--- config.mk ---
export PLATFORM = sky130hd
export DESIGN_NAME = rom_image_loader
export DESIGN_NICKNAME = d
export VERILOG_FILES = /design/src/rtl/rom_image_loader.sv
export SDC_FILE = /design/constraint.sdc
export NUM_CORES = 1
export LEC_CHECK = 0
export ABC_AREA = 1
export CORE_MARGIN = 5
export CORE_UTILIZATION = 49
export CTS_CLUSTER_DIAMETER = 150
export DETAILED_ROUTE_END_ITERATION = 6
export PLACE_DENSITY = 0.88
export SYNTH_ARGS = -nofsm -noshare
export SYNTH_HDL_FRONTEND = slang
export SYNTH_SLANG_ARGS = --single-unit
--- constraint.sdc ---
create_clock -name clk -period 2.2 [get_ports clk]
set_input_delay 0.33 -clock clk [delete_from_list [all_inputs] [get_ports clk]]
set_output_delay 0.33 -clock clk [all_outputs]
set_load 0.02 [all_outputs]
--- src/rtl/rom_image_loader.sv ---
// rom_image_loader
//   Walks a chain of ROM records held in SPI flash and copies each record's
//   payload into SDRAM before the CPU is released from reset.
//   Record layout: type byte, LEN_BYTES little-endian length bytes, N data
//   bytes, then an optional checksum byte. A type byte with bit7 set ends the
//   chain.
//
// Ports
//   clk, reset           clock, asynchronous active-high reset
//   step                 clock enable for FSM transitions
//   start                level request; accepted in IDLE/DONE/ERROR on a step
//   rd_addr              flash start address (BASE_ADDR)
//   rd_active/rd_ack     keep the flash read open / consume byte, fetch next
//   rd_busy/rd_data      reader fetching / current byte
//   mem_we/mem_ready     SDRAM write request / acceptance
//   mem_addr/ext/hi/data write offset, bank select, low/high ROM, data
//   busy                 load in progress (OPEN..SUM)
//   boot_done/boot_err   sticky completion / abort flags
//   err_code             0 none, 1 checksum, 2 record limit, 3 zero length
//   rom_count            records completed since the last start
//   dbg_state            current FSM state
//
// Handshakes:
//   Flash reader: an rd_ack pulse consumes the current byte and asks for the
//   next one. The reader needs a clock to raise rd_busy after an ack, so a byte
//   is taken only when rd_ack is low, the clock after the ack has passed, and
//   rd_busy is low.
//   SDRAM: mem_we with mem_addr/mem_data is held stable until a cycle where
//   mem_we & mem_ready; that cycle is the transfer, mem_we drops on the next.
module rom_image_loader #(
    parameter logic [23:0] BASE_ADDR = 24'h100000,
    parameter int          LEN_BYTES = 2,
    parameter int          EXT_W     = 6,
    parameter int          MAX_ROMS  = 16,
    parameter bit          CHECKSUM  = 1'b1,
    localparam int         LEN_W     = 8 * LEN_BYTES
) (
    input  logic             clk,
    input  logic             reset,
    input  logic             step,
    input  logic             start,
    output logic [23:0]      rd_addr,
    output logic             rd_active,
    output logic             rd_ack,
    input  logic             rd_busy,
    input  logic [7:0]       rd_data,
    output logic             mem_we,
    input  logic             mem_ready,
    output logic [LEN_W-1:0] mem_addr,
    output logic [EXT_W-1:0] mem_ext,
    output logic             mem_hi,
    output logic [7:0]       mem_data,
    output logic             busy,
    output logic             boot_done,
    output logic             boot_err,
    output logic [1:0]       err_code,
    output logic [4:0]       rom_count,
    output logic [3:0]       dbg_state
);

    typedef enum logic [3:0] {
        S_IDLE, S_OPEN, S_TYPE, S_LEN, S_DATA, S_WRITE, S_SUM, S_DONE, S_ERROR
    } state_t;

    localparam logic [4:0] MAX_CNT  = 5'(MAX_ROMS);
    localparam logic [1:0] LAST_IDX = 2'(LEN_BYTES - 1);

    state_t           state, state_next;
    logic             ack_q;
    logic [LEN_W-1:0] len_q, len_new, offset;
    logic [1:0]       len_idx;
    logic [7:0]       sum_q, sum_chk;
    logic [6:0]       type_q;
    logic             byte_ok, last_off;

    logic c_start, c_ack, c_type, c_done, c_err, c_len_byte, c_len_done;
    logic c_data, c_accept, c_count;
    logic [1:0] c_code;

    assign byte_ok  = !rd_ack && !ack_q && !rd_busy;
    assign last_off = (offset == len_q - LEN_W'(1));
    assign sum_chk  = sum_q + rd_data;

    assign rd_addr   = BASE_ADDR;
    assign mem_addr  = offset;
    assign mem_hi    = type_q[6];
    assign mem_ext   = type_q[EXT_W-1:0];
    assign busy      = (state == S_OPEN) || (state == S_TYPE) || (state == S_LEN) ||
                       (state == S_DATA) || (state == S_WRITE) || (state == S_SUM);
    assign dbg_state = state;

    always_ff @(posedge clk or posedge reset) begin
        if (reset) state <= S_IDLE;
        else       state <= state_next;
    end

    always_comb begin
        state_next = state;
        c_start    = 1'b0;
        c_ack      = 1'b0;
        c_type     = 1'b0;
        c_done     = 1'b0;
        c_err      = 1'b0;
        c_code     = 2'd0;
        c_len_byte = 1'b0;
        c_len_done = 1'b0;
        c_data     = 1'b0;
        c_accept   = 1'b0;
        c_count    = 1'b0;
        len_new    = len_q;
        len_new[8*len_idx +: 8] = rd_data;
        case (state)
            S_IDLE, S_DONE, S_ERROR: begin
                if (step && start) begin
                    c_start    = 1'b1;
                    c_ack      = 1'b1;
                    state_next = S_OPEN;
                end
            end
            S_OPEN: if (step) state_next = S_TYPE;
            S_TYPE: begin
                if (step && byte_ok) begin
                    if (rd_data[7]) begin
                        c_done     = 1'b1;
                        state_next = S_DONE;
                    end else if (rom_count == MAX_CNT) begin
                        c_err      = 1'b1;
                        c_code     = 2'd2;
                        state_next = S_ERROR;
                    end else begin
                        c_type     = 1'b1;
                        c_ack      = 1'b1;
                        state_next = S_LEN;
                    end
                end
            end
            S_LEN: begin
                if (step && byte_ok) begin
                    c_len_byte = 1'b1;
                    if (len_idx != LAST_IDX) begin
                        c_ack = 1'b1;
                    end else if (len_new == '0) begin
                        c_err      = 1'b1;
                        c_code     = 2'd3;
                        state_next = S_ERROR;
                    end else begin
                        c_ack      = 1'b1;
                        c_len_done = 1'b1;
                        state_next = S_DATA;
                    end
                end
            end
            S_DATA: begin
                if (step && byte_ok) begin
                    c_data     = 1'b1;
                    state_next = S_WRITE;
                end
            end
            S_WRITE: begin
                // The SDRAM handshake is not gated by step.
                if (mem_we && mem_ready) begin
                    c_accept = 1'b1;
                    c_ack    = 1'b1;
                    if (!last_off) begin
                        state_next = S_DATA;
                    end else if (CHECKSUM) begin
                        state_next = S_SUM;
                    end else begin
                        c_count    = 1'b1;
                        state_next = S_TYPE;
                    end
                end
            end
            S_SUM: begin
                if (step && byte_ok) begin
                    if (sum_chk == 8'h00) begin
                        c_count    = 1'b1;
                        c_ack      = 1'b1;
                        state_next = S_TYPE;
                    end else begin
                        c_err      = 1'b1;
                        c_code     = 2'd1;
                        state_next = S_ERROR;
                    end
                end
            end
            default: state_next = S_IDLE;
        endcase
    end

    always_ff @(posedge clk or posedge reset) begin
        if (reset) begin
            rd_active <= 1'b0;
            rd_ack    <= 1'b0;
            ack_q     <= 1'b0;
            mem_we    <= 1'b0;
            mem_data  <= 8'h00;
            offset    <= '0;
            len_q     <= '0;
            len_idx   <= 2'd0;
            sum_q     <= 8'h00;
            type_q    <= 7'h00;
            boot_done <= 1'b0;
            boot_err  <= 1'b0;
            err_code  <= 2'd0;
            rom_count <= 5'd0;
        end else begin
            rd_ack <= c_ack;
            ack_q  <= rd_ack;
            if (c_start) begin
                rd_active <= 1'b1;
                boot_done <= 1'b0;
                boot_err  <= 1'b0;
                err_code  <= 2'd0;
                rom_count <= 5'd0;
            end
            if (c_type) begin
                type_q  <= rd_data[6:0];
                len_idx <= 2'd0;
            end
            if (c_len_byte) begin
                len_q   <= len_new;
                len_idx <= len_idx + 2'd1;
            end
            if (c_len_done) begin
                offset <= '0;
                sum_q  <= 8'h00;
            end
            if (c_data) begin
                mem_data <= rd_data;
                mem_we   <= 1'b1;
            end
            if (c_accept) begin
                mem_we <= 1'b0;
                sum_q  <= sum_q + mem_data;
                // Offset stays on the last byte so mem_addr shows it afterwards.
                if (!last_off) offset <= offset + LEN_W'(1);
            end
            if (c_count) rom_count <= rom_count + 5'd1;
            if (c_done) begin
                rd_active <= 1'b0;
                boot_done <= 1'b1;
            end
            if (c_err) begin
                rd_active <= 1'b0;
                boot_err  <= 1'b1;
                err_code  <= c_code;
            end
        end
    end

endmodule

==> impl_results.rst <==
.. list-table::
   :header-rows: 1

   * - Metric
     - Value
   * - Outcome
     - finished, final reports clean
   * - Hold Fails Final Rpt
     - 0
   * - Routed wirelength normalized by instance count
     - 13.9 microns
   * - CTS H-tree lvls
     - 3
   * - Detailed-route wire length
     - 13,400 microns
   * - GR Overflow Total
     - 0
   * - Clock Path Buffers
     - 2
   * - Yosys reg bits
     - 74
   * - Post-DRT Antenna Nets
     - 0
   * - Initial antenna violation count
     - 0
   * - Number of flops mapped to enable cells by yosys
     - 0
   * - Async SR Flop Fraction
     - 1.00
   * - Slew Viols, Final
     - 0
   * - Wire length of the first global-routing pass
     - 21,200 microns
   * - DRC
     - 0
   * - Seq/Total Area, Yosys
     - 0.360
   * - Std-Cell Rows
     - 37
   * - Slew at the pin with the worst max-slew slack
     - 560 ps
   * - Setup-failing EPs final
     - 0
   * - Crit path max-delay family
     - adder cells
   * - Number of max-cap violations
     - 0
   * - Peak per-stage delay on the critical path
     - 410 ps
   * - Synth-to-Final Area Change
     - 28.4%
   * - Synth Instances
     - 724
   * - Commonest non-fill, non-tap cells in the layout
     - sky130_fd_sc_hd__nand2_1, sky130_fd_sc_hd__inv_1, sky130_fd_sc_hd__dfrtp_1
   * - Number of buffers added by the clock tree synthesis step
     - 9
   * - Average cell area after synthesis
     - 7.10 sq um
   * - Worst hold slack across all endpoints
     - 343 ps
   * - Initial standard-cell utilization of the core
     - 0.500
   * - Slowest stage cell on the critical path
     - sky130_fd_sc_hd__dfrtp_1
   * - Area of the core
     - 10,300 sq um
   * - Largest vdd supply drop
     - 982 uV
   * - Horizontal die dimension
     - 112 microns
   * - CTS clock-pin slew for the worst setup and hold paths
     - 80 ps
   * - Antenna diode count
     - 0
   * - Via count of the first global-routing pass
     - 4,668
   * - Violation count after the first detailed-routing iteration
     - 425
   * - Arrival @ worst endpoint
     - 2420 ps
   * - F_max
     - 469 MHz
   * - Post-layout total power
     - 0.00788 W
   * - Worst setup path category
     - flip-flop to flip-flop
   * - Fraction of post-synthesis cell area in the top cell type by area
     - 0.360
   * - CP Launch Type
     - flip-flop
   * - Largest fanout on the critical path
     - 9
   * - Die outline height
     - 112 microns
   * - Chain of cells forming the critical path
     - ha_2, fa_2, nand3_1, nand2_2, a21oi_2, xor2_1, nor2_2, nand4_1, buf_6, nand2_1, o21ai_0
   * - Crit path buffers/inverters
     - 1
   * - # IOs
     - 86
   * - Share of final-layout standard cells stronger than drive strength 1
     - 0.154
   * - Via Count
     - 5,021
   * - Leakage
     - 3.25 nW
   * - Critical Path Sink Type
     - flip-flop
   * - Largest cells by area after synthesis
     - sky130_fd_sc_hd__dfrtp_1, sky130_fd_sc_hd__nand2_1, sky130_fd_sc_hd__inv_1
   * - Cell taking the most area after synthesis
     - sky130_fd_sc_hd__dfrtp_1
   * - Reg2Reg Setup Slack
     - 70 ps
   * - Remaining max-slew budget at the tightest pin
     - 0.626
   * - Detailed-router iteration count before antenna repair
     - 5
   * - Via-per-instance ratio
     - 5.20
   * - Total routing usage reported by global routing
     - 0.203
   * - Clock Latency Late Sink
     - 370 ps
   * - Yosys warnings
     - 0
   * - Predominant post-synthesis flop cell
     - sky130_fd_sc_hd__dfrtp_1
   * - Clock tree from TritonCTS
     - built
   * - Layout filler cell count
     - 849
   * - Power per unit of standard cell area
     - 1200 nW/um^2
   * - Setup skew after layout
     - 10.0 ps
   * - Placer congestion estimate
     - 0.896
   * - Layout net count
     - 862
   * - Number of distinct library cell variants in the gate-level netlist after synthesis
     - 37
   * - Largest net degree at the start of global routing
     - 35
   * - Type of the most critical hold path
     - input port to async pin
   * - Cell at the root of the clock tree
     - sky130_fd_sc_hd__clkbuf_8
   * - Detailed placement HPWL
     - 9710 microns
   * - Synthesized area
     - 5140 sq um
   * - Hold_buf cts
     - 0
   * - Final critical-path required period
     - 2130 ps
   * - End-of-flow core utilization
     - 0.642
   * - RSZ-0062 raised after global routing
     - true
   * - Number of input and output port buffers inserted
     - 61
   * - Die ar.
     - 12,600 sq um
   * - End of the worst register-to-register path
     - rom_count[1]
   * - CP Data Required Time
     - 2480 ps
   * - Source of the worst register-to-register timing path
     - sum_q[0]
   * - Final Cycle Share
     - 0.970
   * - Length in cells of the worst reg-to-reg path
     - 11
   * - Number of sinks on the clock net
     - 74
   * - Most frequent standard cell in the layout excluding fill and tap cells
     - sky130_fd_sc_hd__nand2_1
-- per-stage QoR --
stage / instances / setup TNS (ps) / setup slack, ps / area, sq um
2_1_floorplan: 746 / 0 / 72.2 / 5220
3_3_place_gp: 941 / -3880 / -369 / 6080
3_5_place_dp: 941 / -5270 / -490 / 6080
4_1_cts: 957 / 0 / 5.73 / 6300
5_1_grt: 965 / -891 / -103 / 6600
6_report: 965 / 0 / 66.5 / 6600
-- cells by family (layout without fill, tap and decap cells) --
kind of cell,after synthesis,count (layout),share of synthesized area
and+or+nand+nor,360,362,0.307
other,2,24,0.00146
adders and majority gates,24,24,0.0614
AOI/OAI and AO/OA,103,103,0.106
xor gates and xnor gates,25,25,0.0426
buffers and inverters,136,217,0.121
DFF,74,74,0.360
-- registers in the layout (all words and copies together), names as in the netlist --
name,flops
dbg_state,4
len_idx,2
mem_data,8
rd_active,1
rd_ack,1
len_q,16
boot_done,1
ack_q,1
type_q,7
boot_err,1
mem_we,1
sum_q,8
rom_count,5
err_code,2
mem_addr,16
-- report_power, final --
group | switching [W] | total (W) | internal [W]
registers | 0.000525 | 0.00237 | 0.00184
logic | 0.00252 | 0.00442 | 0.00190
clock network | 0.000519 | 0.00110 | 0.000580
-- timing repair --
action,CTS,global route
endpoints found under the hold margin,0,0
gates cloned,0,3
pin swaps,0,16
setup endpoints to repair,10,37
setup buffers,0,5
resized for setup,4,63
-- Yosys cell counts (12+ instances only) --
cell type and n:
sky130_fd_sc_hd__nand2_1 195, sky130_fd_sc_hd__inv_1 94, sky130_fd_sc_hd__dfrtp_1 74, sky130_fd_sc_hd__nor2_1 65
sky130_fd_sc_hd__o21ai_0 65, sky130_fd_sc_hd__nand3_1 52, sky130_fd_sc_hd__buf_4 25, sky130_fd_sc_hd__ha_1 22
sky130_fd_sc_hd__nand4_1 17, sky130_fd_sc_hd__xor2_1 13, sky130_fd_sc_hd__a21oi_1 12, sky130_fd_sc_hd__xnor2_1 12
-- metal layers --
metal | track usage | wire [microns] | vias to the layer above
met2 | 0.339 | 6660 | 183
met1 | 0.261 | 5660 | 2328
met3 | 0.0501 | 854 | 23
met4 | 0.0609 | 279 | 0
met5 | 0 | 0 | -
li1 | - | - | 2487
-- layout make-up --
class	instances	area [sq um]	area share
sequential	74	1850	0.281
tap	136	170	0.0258
timing repair buffer	101	1000	0.152
clock buffer	11	151	0.0230
clock inverter	5	52.6	0.00797
multi-input combinational	538	2980	0.452
inverter	100	382	0.0579
-- worst max path at each step --
stage	slack [ps]	cells past startpoint	start	to
after detailed placement	-490	12	rd_data[0]	rom_count[4]
after global placement	-370	12	rd_data[0]	rom_count[0]
after global routing	-100	12	sum_q[0]	rom_count[1]
final	70	11	sum_q[0]	rom_count[1]
after CTS	6	15	len_idx[0]	mem_addr[11]
after floorplan	70	13	len_idx[0]	mem_addr[12]
(Power assumes the default switching activity.)
